[config.mk]
export PLATFORM = sky130hd
export DESIGN_NAME = hex_dumper
export DESIGN_NICKNAME = d
export VERILOG_FILES = /design/src/rtl/hex_dumper.sv
export SDC_FILE = /design/constraint.sdc
export NUM_CORES = 1
export LEC_CHECK = 0
export ABC_AREA = 1
export CORE_UTILIZATION = 35
export CTS_BUF_LIST = sky130_fd_sc_hd__clkbuf_4
export CTS_CLUSTER_SIZE = 8
export DETAILED_ROUTE_END_ITERATION = 8
export PLACE_DENSITY = 0.58
export RECOVER_POWER = 50
export SLEW_MARGIN = 10
export SYNTH_ARGS = -nofsm -noshare
export SYNTH_HDL_FRONTEND = slang
export SYNTH_SLANG_ARGS = --single-unit
[constraint.sdc]
create_clock -name clk_sys -period 3.23 [get_ports clk_sys]
set_input_delay 0.646 -clock clk_sys [delete_from_list [all_inputs] [get_ports clk_sys]]
set_output_delay 0.646 -clock clk_sys [all_outputs]
set_load 0.02 [all_outputs]
[src/rtl/hex_dumper.sv]
// ============================================================================
// Module      : hex_dumper
// Description : Streams a memory byte range out as uppercase ASCII Intel HEX
//               records over a valid/ready byte stream, closed by an EOF record.
//               Optional macro HEX_DUMPER_CRLF_EN selects CR LF line endings
//               (LF only when undefined).
// Revision    : 1.0 - initial release
// ============================================================================
`default_nettype none

module hex_dumper #(
    parameter int ADDR_W  = 15,
    parameter int REC_LEN = 16
) (
    input  logic              clk_sys,
    input  logic              reset,
    input  logic              start,
    input  logic [ADDR_W-1:0] base_addr,
    input  logic [ADDR_W:0]   len,
    output logic [ADDR_W-1:0] mem_addr,
    input  logic [7:0]        mem_data,
    output logic [7:0]        out_data,
    output logic              out_valid,
    input  logic              out_ready,
    output logic              busy,
    output logic              done
);

    localparam logic [7:0]  c_CH_COLON  = 8'h3A;
    localparam logic [7:0]  c_CH_ZERO   = 8'h30;
    localparam logic [7:0]  c_CH_ONE    = 8'h31;
    localparam logic [7:0]  c_CH_CR     = 8'h0D;
    localparam logic [7:0]  c_CH_LF     = 8'h0A;
    localparam logic [16:0] c_REC_LEN17 = 17'(REC_LEN);
    localparam logic [7:0]  c_REC_LEN8  = 8'(REC_LEN);

    typedef enum logic [4:0] {
        IDLE   = 5'd0,
        COLON  = 5'd1,
        LEN_H  = 5'd2,
        LEN_L  = 5'd3,
        ADR3   = 5'd4,
        ADR2   = 5'd5,
        ADR1   = 5'd6,
        ADR0   = 5'd7,
        TYP_H  = 5'd8,
        TYP_L  = 5'd9,
        DAT_H  = 5'd10,
        DAT_L  = 5'd11,
        CHK_H  = 5'd12,
        CHK_L  = 5'd13,
        EOL_CR = 5'd14,
        EOL_LF = 5'd15,
        FIN    = 5'd16
    } state_t;

    state_t            state_q, state_d;
    logic              out_valid_q, out_valid_d;
    logic [7:0]        out_data_q, out_data_d;
    logic [ADDR_W:0]   rem_q, rem_d;
    logic [ADDR_W-1:0] fetch_addr_q, fetch_addr_d;
    logic              addr_stable_q, addr_stable_d;
    logic [7:0]        pf_q, pf_d;
    logic              pf_valid_q, pf_valid_d;
    logic [7:0]        cur_q, cur_d;
    logic [7:0]        rec_cnt_q, rec_cnt_d;
    logic [7:0]        ll_q, ll_d;
    logic              eof_q, eof_d;
    logic [7:0]        csum_q, csum_d;

    logic              w_hs;
    logic              w_eof;
    logic [16:0]       w_rem17;
    logic [7:0]        w_ll;
    logic [15:0]       w_hdr_addr;
    logic [7:0]        w_chk;
    logic [7:0]        w_byte;
    logic              w_consume;

    function automatic logic [7:0] hex(input logic [3:0] n);
        return (n < 4'd10) ? (8'h30 + {4'h0, n}) : (8'h37 + {4'h0, n});
    endfunction

    assign w_hs   = out_valid_q && out_ready;
    assign w_eof  = (rem_q == '0);
    assign w_chk  = 8'd0 - csum_q;
    // A byte not yet captured is still readable straight off the memory bus.
    assign w_byte = pf_valid_q ? pf_q : mem_data;

    always_comb begin
        w_rem17 = '0;
        w_rem17[ADDR_W:0] = rem_q;
        w_ll = (w_rem17 > c_REC_LEN17) ? c_REC_LEN8 : w_rem17[7:0];
    end

    // The EOF record always carries address 0000.
    always_comb begin
        w_hdr_addr = '0;
        if (!w_eof) begin
            w_hdr_addr[ADDR_W-1:0] = fetch_addr_q;
        end
    end

    always_ff @(posedge clk_sys) begin
        if (reset) begin
            state_q       <= IDLE;
            out_valid_q   <= 1'b0;
            out_data_q    <= 8'h00;
            rem_q         <= '0;
            fetch_addr_q  <= '0;
            addr_stable_q <= 1'b0;
            pf_q          <= 8'h00;
            pf_valid_q    <= 1'b0;
            cur_q         <= 8'h00;
            rec_cnt_q     <= 8'h00;
            ll_q          <= 8'h00;
            eof_q         <= 1'b0;
            csum_q        <= 8'h00;
        end else begin
            state_q       <= state_d;
            out_valid_q   <= out_valid_d;
            out_data_q    <= out_data_d;
            rem_q         <= rem_d;
            fetch_addr_q  <= fetch_addr_d;
            addr_stable_q <= addr_stable_d;
            pf_q          <= pf_d;
            pf_valid_q    <= pf_valid_d;
            cur_q         <= cur_d;
            rec_cnt_q     <= rec_cnt_d;
            ll_q          <= ll_d;
            eof_q         <= eof_d;
            csum_q        <= csum_d;
        end
    end

    always_comb begin
        state_d       = state_q;
        out_valid_d   = out_valid_q;
        out_data_d    = out_data_q;
        rem_d         = rem_q;
        fetch_addr_d  = fetch_addr_q;
        addr_stable_d = 1'b1;
        pf_d          = pf_q;
        pf_valid_d    = pf_valid_q;
        cur_d         = cur_q;
        rec_cnt_d     = rec_cnt_q;
        ll_d          = ll_q;
        eof_d         = eof_q;
        csum_d        = csum_q;
        w_consume     = 1'b0;

        // mem_data is trustworthy once the address has been held for a cycle.
        if ((state_q != IDLE) && (state_q != FIN) && !pf_valid_q &&
            addr_stable_q && (rem_q != '0)) begin
            pf_d       = mem_data;
            pf_valid_d = 1'b1;
        end

        case (state_q)
            IDLE: begin
                if (start) begin
                    state_d       = COLON;
                    out_valid_d   = 1'b1;
                    out_data_d    = c_CH_COLON;
                    rem_d         = len;
                    fetch_addr_d  = base_addr;
                    addr_stable_d = 1'b0;
                    pf_valid_d    = 1'b0;
                end
            end
            COLON: begin
                if (w_hs) begin
                    state_d    = LEN_H;
                    out_data_d = hex(w_ll[7:4]);
                    ll_d       = w_ll;
                    rec_cnt_d  = w_ll;
                    eof_d      = w_eof;
                    csum_d     = w_ll + w_hdr_addr[15:8] + w_hdr_addr[7:0] + {7'd0, w_eof};
                end
            end
            LEN_H: if (w_hs) begin state_d = LEN_L; out_data_d = hex(ll_q[3:0]);         end
            LEN_L: if (w_hs) begin state_d = ADR3;  out_data_d = hex(w_hdr_addr[15:12]); end
            ADR3:  if (w_hs) begin state_d = ADR2;  out_data_d = hex(w_hdr_addr[11:8]);  end
            ADR2:  if (w_hs) begin state_d = ADR1;  out_data_d = hex(w_hdr_addr[7:4]);   end
            ADR1:  if (w_hs) begin state_d = ADR0;  out_data_d = hex(w_hdr_addr[3:0]);   end
            ADR0:  if (w_hs) begin state_d = TYP_H; out_data_d = c_CH_ZERO;              end
            TYP_H: begin
                if (w_hs) begin
                    state_d    = TYP_L;
                    out_data_d = eof_q ? c_CH_ONE : c_CH_ZERO;
                end
            end
            TYP_L: begin
                if (w_hs) begin
                    if (eof_q) begin
                        state_d    = CHK_H;
                        out_data_d = hex(w_chk[7:4]);
                    end else begin
                        state_d   = DAT_H;
                        w_consume = 1'b1;
                    end
                end
            end
            DAT_H: if (w_hs) begin state_d = DAT_L; out_data_d = hex(cur_q[3:0]); end
            DAT_L: begin
                if (w_hs) begin
                    if (rec_cnt_q != 8'd0) begin
                        state_d   = DAT_H;
                        w_consume = 1'b1;
                    end else begin
                        state_d    = CHK_H;
                        out_data_d = hex(w_chk[7:4]);
                    end
                end
            end
            CHK_H: if (w_hs) begin state_d = CHK_L; out_data_d = hex(w_chk[3:0]); end
            CHK_L: begin
                if (w_hs) begin
`ifdef HEX_DUMPER_CRLF_EN
                    state_d    = EOL_CR;
                    out_data_d = c_CH_CR;
`else
                    state_d    = EOL_LF;
                    out_data_d = c_CH_LF;
`endif
                end
            end
            EOL_CR: if (w_hs) begin state_d = EOL_LF; out_data_d = c_CH_LF; end
            EOL_LF: begin
                if (w_hs) begin
                    if (!eof_q) begin
                        state_d    = COLON;
                        out_data_d = c_CH_COLON;
                    end else begin
                        state_d     = FIN;
                        out_valid_d = 1'b0;
                        out_data_d  = 8'h00;
                    end
                end
            end
            FIN:     state_d = IDLE;
            default: state_d = IDLE;
        endcase

        // Moving a byte into DAT_H frees the prefetch slot and steps the read address.
        if (w_consume) begin
            cur_d         = w_byte;
            out_data_d    = hex(w_byte[7:4]);
            csum_d        = csum_q + w_byte;
            rec_cnt_d     = rec_cnt_q - 8'd1;
            rem_d         = rem_q - (ADDR_W+1)'(1);
            fetch_addr_d  = fetch_addr_q + ADDR_W'(1);
            addr_stable_d = 1'b0;
            pf_valid_d    = 1'b0;
        end
    end

    assign mem_addr  = fetch_addr_q;
    assign out_data  = out_data_q;
    assign out_valid = out_valid_q;
    assign busy      = (state_q != IDLE) && (state_q != FIN);
    assign done      = (state_q == FIN);

endmodule

`default_nettype wire

# After elaboration in Yosys (flattened, before gate mapping)
# Cells that the tools add are included.
[word_totals]
reg_bits = 80
inputBits = 43
output_inout_bits = 26
[classes]
muxes = 79
eq_ne = 50
add_sub_neg = 28
magnitude_cmp = 11
n_reduce_logical = 25
[op_table]
columns = ["cell", "n"]
rows = [
  ["2-to-1 mux 8 bit", 26],
  ["adder 6 x 4 -> 7 bit (first input constant)", 18],
  ["one-hot mux 8 bit (15 select lines)", 1],
  ["2-to-1 mux 5 bit", 16],
  ["one-hot mux 5 bit (15 select lines)", 1],
  ["2-to-1 mux 7 bit", 10],
  ["2-to-1 mux 15 bit", 4],
  ["2-to-1 mux 16 bit", 3],
  ["inequality test 3 bit (second input constant)", 16],
  ["== test 5 x 4 -> 1 bit (second input constant)", 8],
  ["less-than comparator 4 bit (second input constant)", 9],
  ["nonzero test 16 bit", 2],
  ["inequality test 2 bit (second input constant)", 15],
  ["== test 5 x 3 -> 1 bit (second input constant)", 4],
  ["AND reduction 18 bit", 1],
  ["adder 8 bit", 2],
  ["> comparator 16 x 5 -> 1 bit (second input constant)", 1],
  ["logical NOT 16 bit", 1],
  ["subtractor 16 x 1 -> 16 bit (second input constant)", 1],
  ["adder 15 x 1 -> 15 bit (second input constant)", 1],
  ["AND reduction 15 bit", 1],
  ["adder 6 x 3 -> 7 bit (first input constant)", 2],
  ["2-to-1 mux 1 bit", 13],
  ["== test 5 x 2 -> 1 bit (second input constant)", 2],
  ["22 further kinds", 35],
]

# Depth between registers and ports, before layout
[depth]
depth_word = 8
mapped_depth = 19
depth_no_buf = 19

# Least setup slack after synthesis
# Ideal clock, no wire load.
[synth_timing]
path_kind = "reg2reg"
startpoint = "register rem_q[0]"
endpoint = "register csum_q[6]"
stages_incl_launch_ff = 20
path_slack_ns = 0.209
arrival_time_ns = 2.898
required_ns = 3.107
path_cell_list = "dfxtp_1 inv_1 ha_1 nand2_1 nor2_1 nand2_1 buf_2 nand2_1 inv_1 fa_1 ha_1 inv_1 fa_1 o21ai_0 nand2_1 nand2_1 a21oi_1 xor2_1 nand2_1 a31oi_1"
[synth_via]
elab_chain_cells = 8
elab_cells_between_ends = 10
classes_between = "3 x add/sub; 1 x order compare; 5 x mux; 1 x reduce/logical"
[synth_lines]
columns = ["item", "line_no", "rtl"]
rows = [
  ["from (decl)", "60", "logic [ADDR_W:0] rem_q, rem_d;"],
  ["from (signal assigned)", "123", "rem_q <= rem_d;"],
  ["> comparator 16 x 5 -> 1 bit / logical NOT 16 bit (equally long branches)", "93, 85", ""],
  ["2-to-1 mux 8 bit / 2-to-1 mux 15 bit (equally long branches)", "93, 99", ""],
  ["adder 8 x 7 -> 8 bit", "178", "csum_d = w_ll + w_hdr_addr[15:8] + w_hdr_addr[7:0] + {7'd0, w_eof};"],
  ["adder 8 bit", "178", ""],
  ["adder 8 x 1 -> 8 bit *", "178", ""],
  ["2-to-1 mux 8 bit *", "172", "if (w_hs) begin"],
  ["2-to-1 mux 8 bit *", "159", "case (state_q)"],
  ["2-to-1 mux 8 bit *", "246", "if (w_consume) begin"],
  ["to (signal assigned)", "132", "csum_q <= csum_d;"],
  ["to (decl)", "69", "logic [7:0] csum_q, csum_d;"],
]
# Mark *: on every way between the ends. The rest lies on a longest branch, timed or not. The select of a mux whose other input is x is not followed.
# A chain may end at the register's enable or synchronous reset.

# Worst setup path in the final report
[layout_timing]
startpoint = "register rem_q[0]"
endpoint = "register csum_q[7]"
# Same word-level chain as after synthesis.

==> flow_metrics.tcl <==
set metrics [dict create \
    synth_cell_type_count 49 \
    ys_seq_area_share_pct 24.38 \
    synth.area.top_cells "dfxtp_1, nand2_1, inv_1, nor2_1, nand3_1" \
    r2r_slack_ps 200 \
    numPortBuffers 67 \
    drc 4 \
    rr_worst_depth 18 \
    cp-endpoint "csum_q[7]$_SDFFE_PP0P_" \
    powerDensity_nw_per_um2 671.4 \
    cts_tree "done" \
    grt_antenna_before_repair 1 \
    fp.dieW_um 138.1 \
    postCtsHoldBufs 0 \
    dr_total_vias 6860 \
    hold_depth 2 \
    min_path_type "reg2reg" \
    peakVddDrop_mv 0.2847 \
    drv_cap 0 \
    cp-start-kind "register" \
    worstSetupEndpointType "register" \
    worst_pin_slew_ps 677.7 \
    synth_edf_count 0 \
    violations "DRC" \
    grt_pass1_vias 6357 \
    r2r_start "rem_q[0]$_SDFFE_PP0P_" \
    mostFrequentLayoutCells "nand2_1, inv_1, nor2_1, dfxtp_1, nand3_1" \
    dp_hpwl_um 15610 \
    finalSetupViolCount 0 \
    cp.arrival_ps 3440 \
    wirelength_um 20060 \
    gp_congestion 0.9531 \
    dieArea_um2 19080 \
    cp-startpoint "rem_q[0]$_SDFFE_PP0P_" \
    die_h_um 138.1 \
    finalCriticalPeriod_ps 3031 \
    drv_slew 0 \
    p_leak_uw 0.003639 \
    ys_warn_count 0 \
    syn-cell-area_um2 6487 \
    yosysTopAreaCellShare_pct 24.38 \
    htreeDepth 3 \
    grt_pass1_wl_um 32020 \
    max-slew-margin-rel_pct 54.65 \
    final_common_cell "nand2_1" \
    final.setup.tns_ps 0 \
    cts_buffers 9 \
    max_freq_mhz 330.0 \
    syn_avg_cell_area_um2 6.196 \
    finalHoldViolCount 0 \
    synth_top_area_cell "dfxtp_1" \
    clk_pin_slew_ps 160 \
    finalCritPeriodShare_pct 93.83 \
    area_growth_pct 18.94 \
    criticalPathCategory "reg2reg" \
    ys_seq_elements 79 \
    track_usage_pct 21.09 \
    netlist_instances 1047 \
    grt_max_degree 49 \
    ioPinCount 69 \
    required_ps 3640 \
    numClockSinks 79 \
    clk-insertion-delay-late_ps 490 \
    gr-total-overflow 0 \
    r2r-end "csum_q[7]$_SDFFE_PP0P_" \
    ant_nets 0 \
    drive_gt1_share_pct 8.727 \
    wire_per_inst_um 14.80 \
    core-area_um2 18090 \
    via_per_inst 5.063 \
    firstDrtPassIters 7 \
    start_util_pct 35.87 \
    root_buffer "clkbuf_4" \
    worstPathMaxFanout 16 \
    nNetsFinal 1197 \
    drtIter0Drc 467 \
    holdWs_ps 483.5 \
    outcome "finished with violations" \
    utilization_pct 42.66 \
    yosys_most_used_dff "dfxtp_1" \
    rows 49 \
    clock_path_buffers 2 \
    ys_async_sr_fraction_pct 0 \
    fin_skew_ps 20.52 \
]
## per-stage QoR
step / instances / instance area (µm²) / setup slack, ps / power [µW]
final: 1355 / 7716 / 199.4 / 5181
after detailed placement: 1335 / 7495 / 48.28 / 4426
after global placement: 1335 / 7495 / 91.60 / 4424
after CTS: 1351 / 7642 / 56.14 / 5122
after floorplan: 1048 / 6491 / 209.5 / 3490
after global routing: 1355 / 7716 / -44.26 / 5643
## cell families after synthesis
group           share of synthesized area (%)
flops                                   24.38
simple gates                            34.10
fa+ha+maj                               7.984
compound gates                          16.76
buf+inv                                 11.32
xor+xnor                                4.725
other cells                            0.1158
mux                                    0.6172
## how the worst min path moves through the flow
| stage | startpoint | end | slack (ps) |
|---|---|---|---|
| finish | out_data[6]$_SDFFE_PP0P_ | out_data[6]$_SDFFE_PP0P_ | 480 |
| global route | out_data[1]$_SDFFE_PP0P_ | out_data[1]$_SDFFE_PP0P_ | 510 |
| CTS | out_data[6]$_SDFFE_PP0P_ | out_data[6]$_SDFFE_PP0P_ | 490 |
| detailed placement | pf_q[5]$_SDFFE_PP0P_ | pf_q[5]$_SDFFE_PP0P_ | 470 |
| global placement | pf_q[1]$_SDFFE_PP0P_ | pf_q[1]$_SDFFE_PP0P_ | 460 |
| floorplan | pf_q[1]$_SDFFE_PP0P_ | pf_q[1]$_SDFFE_PP0P_ | 450 |
## routing by layer
layer  vias up  wire (µm)  GRT usage, %
met5         -          0             0
met2       124       9405         34.77
met3        26        717         3.395
li1       3561          -             -
met4         0        410         7.569
met1      3149       9521         27.82
## synthesized netlist by cell type, types with 10 or more instances
cell type  number
nor2_1        119
inv_2          14
o211ai_1       12
clkbuf_1       10
o21ai_1        20
nand4_1        16
a21oi_1        56
dfxtp_1        79
o21ai_0        61
buf_2          17
xor2_1         28
nor3_1         13
o22ai_1        10
nand3_1        77
inv_1         132
a31oi_1        13
ha_1           27
nand2_1       260
## power breakdown
group / total, µW / internal, µW / switching [µW]
clock: 671 / 244 / 428
combinational: 3170 / 1160 / 2010
sequential: 1340 / 1170 / 170
## area by class of cell
type | instances | area (µm²)
diodes | 3 | 7.507
clock inverters | 7 | 77.57
flip-flops and latches | 79 | 1584
multi-input cells | 787 | 4239
clock buffers | 9 | 67.56
well taps | 229 | 286.5
repair buffers | 94 | 902.1
inverters | 147 | 551.8
fillers | 1946 | 10370
## flip-flops by register name, indices dropped and copies added, names as in the netlist
signal / count
addr_stable_q: 1
csum_q: 8
cur_q: 4
eof_q: 1
ll_q: 4
mem_addr: 15
out_data: 7
out_valid: 1
pf_q: 8
pf_valid_q: 1
rec_cnt_q: 8
rem_q: 16
state_q: 5
## worst max-delay path, stage by stage, from the launching register on
cell and delay (ps):
dfxtp_1 340, inv_1 80, ha_1 190, nand2_1 70, nor2_2 140, nand2_2 110, buf_6 170, nand2_2 100
inv_1 70, fa_1 490, ha_1 330, inv_1 90, o31ai_2 250, a21oi_1 90, and2_1 140, o21ai_1 110
nand3_1 80, nand3_1 70, inv_1 40
## timing repair
item                                    in CTS  in global routing
hold endpoints to repair                     0                  0
endpoints found under the setup margin       2                  5
pin swaps                                    0                  5
gates resized for setup                      1                 27
setup buffers                                0                  1
No activity file was read; power rests on OpenSTA's default activity.
